<file path="config.mk">
export PLATFORM = sky130hd
export DESIGN_NAME = pipe_ctrl
export DESIGN_NICKNAME = d
export VERILOG_FILES = /design/src/rtl/pipe_ctrl.sv
export SDC_FILE = /design/constraint.sdc
export NUM_CORES = 1
export LEC_CHECK = 0
export ABC_AREA = 1
export CAP_MARGIN = 20
export CORE_ASPECT_RATIO = 1.75
export CORE_MARGIN = 2
export CORE_UTILIZATION = 52
export DETAILED_ROUTE_END_ITERATION = 10
export PLACE_DENSITY = 0.85
export SLEW_MARGIN = 20
export SYNTH_ARGS = -nofsm -noshare
export SYNTH_HDL_FRONTEND = slang
export SYNTH_SLANG_ARGS = --single-unit
</file>
<file path="constraint.sdc">
create_clock -name clk -period 4.5 [get_ports clk]
set_input_delay 0.9 -clock clk [delete_from_list [all_inputs] [get_ports clk]]
set_output_delay 0.9 -clock clk [all_outputs]
set_load 0.02 [all_outputs]
</file>
<file path="src/rtl/pipe_ctrl.sv">
// Pipeline sequencer: merges stage stall requests, sequences exception/ERET
// flushes around outstanding bus traffic, and keeps stall/watchdog counters.
module pipe_ctrl #(
  parameter logic [31:0] EXC_VECTOR = 32'hBFC00380,
  parameter int          TIMEOUT    = 1024
) (
  input  logic        clk,
  input  logic        rst,
  input  logic        stallreq_if,
  input  logic        stallreq_id,
  input  logic        stallreq_ex,
  input  logic        stallreq_mem,
  input  logic        ibus_busy,
  input  logic        dbus_busy,
  input  logic        exc_valid,
  input  logic        exc_eret,
  input  logic [31:0] exc_epc,
  output logic [5:0]  stall,
  output logic        flush,
  output logic [31:0] new_pc,
  output logic [31:0] stall_cycles,
  output logic        stall_timeout
);

  localparam int            RW    = $clog2(TIMEOUT + 1);
  localparam logic [RW-1:0] T_MAX = RW'(TIMEOUT);

  typedef enum logic {IDLE, DRAIN} state_t;

  state_t        state_q, state_d;
  logic [31:0]   target_q, target_d;
  logic [31:0]   stall_cycles_q, stall_cycles_d;
  logic [RW-1:0] run_q, run_d;
  logic          stall_timeout_q, stall_timeout_d;

  logic          bus_busy;
  logic [31:0]   exc_target;

  assign bus_busy   = ibus_busy | dbus_busy;
  assign exc_target = exc_eret ? exc_epc : EXC_VECTOR;

  // Outputs are forced quiet while rst is high so a reset mid-DRAIN never
  // leaks a flush or stall into the pipeline.
  always_comb begin
    state_d  = state_q;
    target_d = target_q;
    stall    = 6'b000000;
    flush    = 1'b0;
    new_pc   = 32'h0;
    if (!rst) begin
      unique case (state_q)
        IDLE: begin
          if (exc_valid) begin
            if (bus_busy) begin
              stall    = 6'b111111;
              target_d = exc_target;
              state_d  = DRAIN;
            end else begin
              flush  = 1'b1;
              new_pc = exc_target;
            end
          end else if (stallreq_mem) begin
            stall = 6'b011111;
          end else if (stallreq_ex) begin
            stall = 6'b001111;
          end else if (stallreq_id || stallreq_if) begin
            stall = 6'b000111;
          end
        end
        DRAIN: begin
          // New exceptions are ignored here: the first one wins.
          if (bus_busy) begin
            stall = 6'b111111;
          end else begin
            flush   = 1'b1;
            new_pc  = target_q;
            state_d = IDLE;
          end
        end
        default: state_d = IDLE;
      endcase
    end
  end

  always_comb begin
    stall_cycles_d  = stall_cycles_q + {31'h0, stall[0]};
    run_d           = '0;
    if (stall[0] && !flush) begin
      run_d = (run_q == T_MAX) ? run_q : run_q + RW'(1);
    end
    stall_timeout_d = stall_timeout_q | (run_d == T_MAX);
  end

  always_ff @(posedge clk) begin
    if (rst) begin
      state_q         <= IDLE;
      target_q        <= 32'h0;
      stall_cycles_q  <= 32'h0;
      run_q           <= '0;
      stall_timeout_q <= 1'b0;
    end else begin
      state_q         <= state_d;
      target_q        <= target_d;
      stall_cycles_q  <= stall_cycles_d;
      run_q           <= run_d;
      stall_timeout_q <= stall_timeout_d;
    end
  end

  assign stall_cycles  = stall_cycles_q;
  assign stall_timeout = stall_timeout_q;

endmodule
</file>
Word-level counts from Yosys, hierarchy flattened --
Cells that the tools add are included.
Operators by class: reduce and logical (&&, ||, !) cells 4, bitwise operators 3, mux-type cells 22, eq/ne operators 2, add/sub/neg operators 2
Operator list (count):
- $mux 32 | 5
- $pmux 32 s2 | 1
- $add 32x1->32 | 1
- $eq 11x11->1 const B | 2
- $mux 11 | 2
- $mux 6 | 3
- $pmux 6 s2 | 1
- $add 11x1->11 const B | 1
- $mux 1 | 5
- $mux 5 | 1
- $mux 4 | 1
- $pmux 1 s2 | 2
- $mux 3 | 1
- $reduce_and 3->1 | 1
- $or 1x1->1 | 2
- $logic_and 1x1->1 | 1
- $logic_not 1->1 | 1
- $logic_or 1x1->1 | 1
- $not 1->1 | 1
Storage, ports and cells: word-level logic and storage cells 38, bits of input ports 42, output and inout port bits 72, register bits 77

Logic depth before layout (Yosys ltp) --
Gate-level depths: netlist of run 1.
depth in word-level cells 11, gate-level depth with buffers 16, gate-level depth less buffers 15

Worst setup path after synthesis of run 1 --
OpenSTA, ideal clock, no wires.
path type input port to output port, start point input port dbus_busy, end point output port new_pc[15], buffers on the path 1, required time 3.600 ns, stages 6, setup slack 1.527 ns, data arrival time 2.073 ns, cells stage by stage nor2_1 inv_1 nor2_1 buf_2 nand3_1 a21oi_1
On the way: cells in the longest elaborated chain, start to end 5, elaborated cells between the ends (all ways) 6, classes of those cells 5 x mux; 1 x bitwise
RTL lines:
- from (decl) | line 14 | input logic dbus_busy,
- $or 1x1->1 * | line 39 | assign bus_busy = ibus_busy | dbus_busy;
- $mux 32 | line 54 | if (bus_busy) begin
- $mux 32 | line 53 | if (exc_valid) begin
- $pmux 32 s2 * | line 51 | unique case (state_q)
- $mux 32 * | line 50 | if (!rst) begin
- to (decl) | line 20 | output logic [31:0] new_pc,
Mark *: on every way between the ends. The rest lies on a longest branch, timed or not.

Worst setup path after layout of run 1 --
start point input port dbus_busy, end point output port new_pc[19]
The elaborated chain is that of the path after synthesis.

==> impl_metrics.toml, run 1 <==
[timing]
rsz0062_at_grt = "false"
holdWs_ns = 0.4599
finClkSkew_ns = 0.007492
hold_viol_final = 0
max_slew_margin = 0.3015
max_freq_mhz = 244.8
setup_slack_ns = 0.4154
slew_violations = 0
tightest_slew_ns = 1.047
setup_viol_count_final = 0
period_needed_ns = 4.085
fin_crit_sh = 0.9077
setup-tns-final_ns = 0

[route]
wl_um = 12520
vias_per_cell = 5.608
dr.first_iter.drc_count = 338
antenna_left = 0
dr.pass1.iters = 5
drc = 0
wire_per_inst_um = 14.77
route.vias.total = 4756

[place]
gp_congestion = 0.9661
dp_slack_ns = 0.4515
dpl.cell_count = 833
place_area_mm2 = 0.005309
hpwl_um = 8915
portBuffers = 113

[setup_path]
r2r_start = "state_q$_SDFF_PP0_"
crit_path_end_kind = "primary output"
crit_path_start_kind = "primary input"
cp.required_ns = 3.60
r2r_end = "stall_cycles[18]$_SDFF_PP0_"
cp_max_fo = 32
reg2reg_depth = 14
crit_arrival_ns = 3.18
r2r_slack_ns = 1.51
crit_type = "in -> out"

[synth]
synthArstFlopShare = 0
synth_edf_count = 0
yosysSeqAreaShare = 0.3707
synth_area_per_cell_um2 = 6.338
syn_inst = 656
synth_ff_type = "dfxtp_1"
syn-num-nets = 702
yosys_register_bits = 77
yosysUniqueCellTypes = 29
netlist_area_mm2 = 0.004158
yosys_warnings = 0

[clock_network]
clk_path_buf_depth = 2
cts_tree = "built"
clockRootBuffer = "clkbuf_16"
cts_setup_buffers = 0
clk_pin_slew_ns = 0.05
cts_made_buffers = 9
clk_latency_ns = 0.34
h-tree-depth = 3
holdBufCountCts = 0
cts_sinks = 77
ctsResizeCount = 0

[hold_path]
hold_class = "reg -> reg"
min_to = "target_q[25]$_SDFFE_PP0P_"
min_path_cells = 2
hold_start = "target_q[25]$_SDFFE_PP0P_"

[power]
peakVddDrop_uv = 294.0
p_int_mw = 1.287
p_sw_frac = 0.2359
pwr_density_cell_mw_per_mm2 = 299.5
power_leakage_nw = 2.125
p_switching_mw = 0.3973
combPwrFrac = 0.115
power.share.sequential = 0.430
clockPowerShare = 0.455

[cells_and_area]
layoutNonFillerInstCount = 848
antenna_cells = 0
drive_gt1_frac = 0.05409
fillers = 658
fin_nets = 800
area_growth_pct = 35.24
stdcell_area_mm2 = 0.005623

[global_routing]
grt_pass1_wl_um = 19850
overflow = 0
grt_pass1_vias = 4457
globalRouteTotalUtil = 0.2855
grt_start_max_net_pins = 71
antenna_found_initial = 0

[die]
die_width_um = 71.60
die_y_um = 122.3
die-area_mm2 = 0.008755
start_util = 0.5293
rows = 43
io_pins = 114
core_mm2 = 0.007855

[flow_run]
max-cap-violations = 0

[status]
status = "completed"
[how the worst max path moves through the flow]
stage	startpoint	end	slack (ns)	depth (start not counted)
finish	dbus_busy	new_pc[19]	0.42	8
global route	dbus_busy	new_pc[19]	0.25	8
CTS	dbus_busy	new_pc[19]	0.43	8
detailed placement	dbus_busy	new_pc[19]	0.45	8
global placement	dbus_busy	new_pc[0]	0.53	8
floorplan	dbus_busy	new_pc[15]	1.53	6
[Yosys cell counts (3+ instances only)]
cell	count	area, µm²
a21oi_1	89	445.4
buf_2	7	35.03
clkbuf_1	21	78.83
dfxtp_1	77	1541
ha_1	4	50.05
inv_1	71	266.5
nand2_1	168	630.6
nand3_1	51	255.2
nand4_1	9	56.30
nor2_1	68	255.2
nor2_2	3	18.77
nor3_1	20	100.1
o21ai_0	33	165.2
or2_0	4	25.02
or2_2	5	31.28
xnor2_1	3	26.28
xor2_1	4	35.03
[critical path, stage by stage]
cell and delay [ns]:
clkdlybuf4s50_1 0.42, nor2_1 0.32, inv_1 0.13, nor2_2 0.12, buf_4 0.31, nand3_1 0.11, a21oi_1 0.21, clkdlybuf4s50_1 0.65
[logic make-up after synthesis]
family | share of synthesized area
xor gates and xnor gates | 0.01475
and+or+nand+nor | 0.3452
DFF | 0.3707
AOI/OAI and AO/OA | 0.1559
buffers and inverters | 0.1014
adders and majority gates | 0.01204
[registers in the layout, indices dropped and copies added, names as in the netlist]
register	cells
run_q	11
stall_cycles	32
target_q	32
stall_timeout	1
state_q	1
[metal layers]
metal	share of wire	wire length (µm)	vias to the layer above	GRT usage
met5	0	0	-	0
met4	0.050	627	0	0.1698
met3	0.055	687	56	0.04762
met2	0.55	6840	223	0.5399
met1	0.35	4368	2172	0.2825
li1	-	-	2305	-
[through the flow]
step	util	power, mW
5_1_grt	0.7158	1.746
2_1_floorplan	-	0.8460
3_5_place_dp	0.6759	0.9294
3_3_place_gp	0.6759	0.9234
4_1_cts	0.7158	1.690
6_report	0.7158	1.684
[cell usage in the layout, fill, tap and decap left out, drive strengths merged]
| master | Yosys | layout |
|---|---|---|
| a21o | 1 | 1 |
| a21oi | 89 | 89 |
| a221oi | 2 | 2 |
| a31oi | 2 | 2 |
| buf | 12 | 8 |
| bufinv | 0 | 2 |
| clkbuf | 21 | 10 |
| clkdlybuf4s50 | 0 | 112 |
| clkinv | 0 | 3 |
| dfxtp | 77 | 77 |
| ha | 4 | 4 |
| inv | 73 | 73 |
| nand2 | 169 | 169 |
| nand3 | 52 | 52 |
| nand3b | 2 | 2 |
| nand4 | 9 | 9 |
| nor2 | 72 | 72 |
| nor3 | 22 | 22 |
| o21ai | 33 | 33 |
| or2 | 9 | 9 |
| xnor2 | 3 | 3 |
| xor2 | 4 | 4 |
[power by group through the flow]
stage | sequential (mW) | combinational, mW | clock (mW)
2_1_floorplan | 0.736 | 0.110 | 0
3_3_place_gp | 0.736 | 0.187 | 0
3_5_place_dp | 0.737 | 0.192 | 0
4_1_cts | 0.723 | 0.194 | 0.773
5_1_grt | 0.726 | 0.214 | 0.806
6_report | 0.724 | 0.194 | 0.766
[final cells by class]
type / instances / area, µm² / share of cell area
Timing Repair Buffer: 120 / 1179 / 0.2096
Tap cell: 90 / 112.6 / 0.02003
Inverter: 73 / 274.0 / 0.04873
Clock inverter: 5 / 75.07 / 0.01335
Sequential cell: 77 / 1541 / 0.2741
Multi-Input combinational cell: 473 / 2202 / 0.3916
Clock buffer: 10 / 239.0 / 0.04250
No activity file was read; power rests on OpenSTA's default activity.
==> inputs of run 2 (changes only) <==
--- a/config.mk
+++ b/config.mk
@@ -11,6 +11,7 @@
 export CORE_MARGIN = 2
 export CORE_UTILIZATION = 52
 export DETAILED_ROUTE_END_ITERATION = 10
+export GPL_ROUTABILITY_DRIVEN = 0
 export PLACE_DENSITY = 0.85
 export SLEW_MARGIN = 20
 export SYNTH_ARGS = -nofsm -noshare
==> impl_metrics.toml, run 2 (synthesis gave the netlist of run 1 again) <==
[status]
status = "completed"

[clock_network]
ctsResizeCount = 0
clk_pin_slew_ns = 0.06
cts_sinks = 77
clk_latency_ns = 0.33
clockRootBuffer = "clkbuf_16"
cts_setup_buffers = 0
h-tree-depth = 3
holdBufCountCts = 0
clk_path_buf_depth = 2
cts_made_buffers = 9
cts_tree = "built"

[cells_and_area]
final_common_cell = "nand2_1"
antenna_cells = 0
final_cell_mix = "nand2_1, clkdlybuf4s50_1, a21oi_1"
fin_nets = 800
area_growth_pct = 35.24
layoutNonFillerInstCount = 848
drive_gt1_frac = 0.05409
fillers = 656

[route]
wl_um = 11920
route.vias.total = 4652
dr.first_iter.drc_count = 231
dr.pass1.iters = 5
antenna_left = 0
vias_per_cell = 5.486
wire_per_inst_um = 14.06
drc = 0

[global_routing]
grt_util_met2 = 0.5150
overflow = 0
grt_start_max_net_pins = 71
grt_pass1_wl_um = 19170
grtUsageMet3 = 0.05665
use_met1 = 0.2782
busiest_layer = "met2"
antenna_found_initial = 0
globalRouteTotalUtil = 0.2752
grt_pass1_vias = 4324

[power]
power_leakage_nw = 2.125
peakVddDrop_uv = 208.3
design_power_total_mw = 1.679
pwr_density_cell_mw_per_mm2 = 298.5

[timing]
setup_viol_count_final = 0
setup_slack_ns = 0.4373
tightest_slew_ns = 1.010
max_slew_margin = 0.3257
finClkSkew_ns = 0.004503
rsz0062_at_grt = "false"
holdWs_ns = 0.4651
fin_crit_sh = 0.9028
hold_viol_final = 0
period_needed_ns = 4.063
max_freq_mhz = 246.1
setup-tns-final_ns = 0
slew_violations = 0

[setup_path]
crit_arrival_ns = 3.16
r2r_start = "state_q$_SDFF_PP0_"
crit_type = "in -> out"
cp.required_ns = 3.60
crit_path_start_kind = "primary input"
cp_max_fo = 32
reg2reg_depth = 14
cp-startpoint = "ibus_busy"
crit_path_end_kind = "primary output"

[die]
start_util = 0.5293
die-area_mm2 = 0.008755
die_y_um = 122.3
core_mm2 = 0.007855
io_pins = 114
die_width_um = 71.60
rows = 43

[place]
dpl.cell_count = 833
dp_slack_ns = 0.4605
portBuffers = 113
hpwl_um = 8545

[hold_path]
hold_start = "target_q[24]$_SDFFE_PP0P_"
min_path_cells = 2
hold_class = "reg -> reg"

[flow_run]
max-cap-violations = 0
-- run 2: path summary, 6_finish.rpt --
path | endpoint | slack [ns]
max | new_pc[19] | 0.44
min | target_q[24]$_SDFFE_PP0P_ | 0.47
max reg2reg | stall_cycles[30]$_SDFF_PP0_ | 1.71
min reg2reg | target_q[24]$_SDFFE_PP0P_ | 0.47
-- run 2: per-layer routing --
| metal | vias up | wire [µm] |
|---|---|---|
| met5 | - | 0 |
| met4 | 0 | 420 |
| met3 | 36 | 618 |
| met1 | 2127 | 4297 |
| li1 | 2315 | - |
| met2 | 174 | 6585 |
-- run 2: power by group --
part | internal [mW] | switching (mW) | total, mW
logic | 0.0842 | 0.109 | 0.193
clock network | 0.494 | 0.268 | 0.762
registers | 0.708 | 0.0152 | 0.723
total | 1.29 | 0.392 | 1.68
-- run 2: critical path, cell delays in order --
cell and delay, ns:
clkdlybuf4s50_1 0.42, nor2_1 0.31, inv_1 0.15, nor2_2 0.13, buf_4 0.31, nand3_1 0.12
a21oi_1 0.18, clkdlybuf4s50_1 0.63
-- run 2: layout make-up --
type | instances | area, µm² | area share
multi-input cells | 473 | 2202 | 0.3916
clock inverters | 5 | 75.07 | 0.01335
inverters | 73 | 274.0 | 0.04873
repair buffers | 120 | 1179 | 0.2096
flip-flops and latches | 77 | 1541 | 0.2741
clock buffers | 10 | 239.0 | 0.04250
well taps | 90 | 112.6 | 0.02003
-- run 2: through the flow --
stage                 util  instance area [µm²]
finish              0.7158                 5623
global route        0.7158                 5623
CTS                 0.7158                 5623
detailed placement  0.6759                 5309
global placement    0.6759                 5309
floorplan                -                 4158
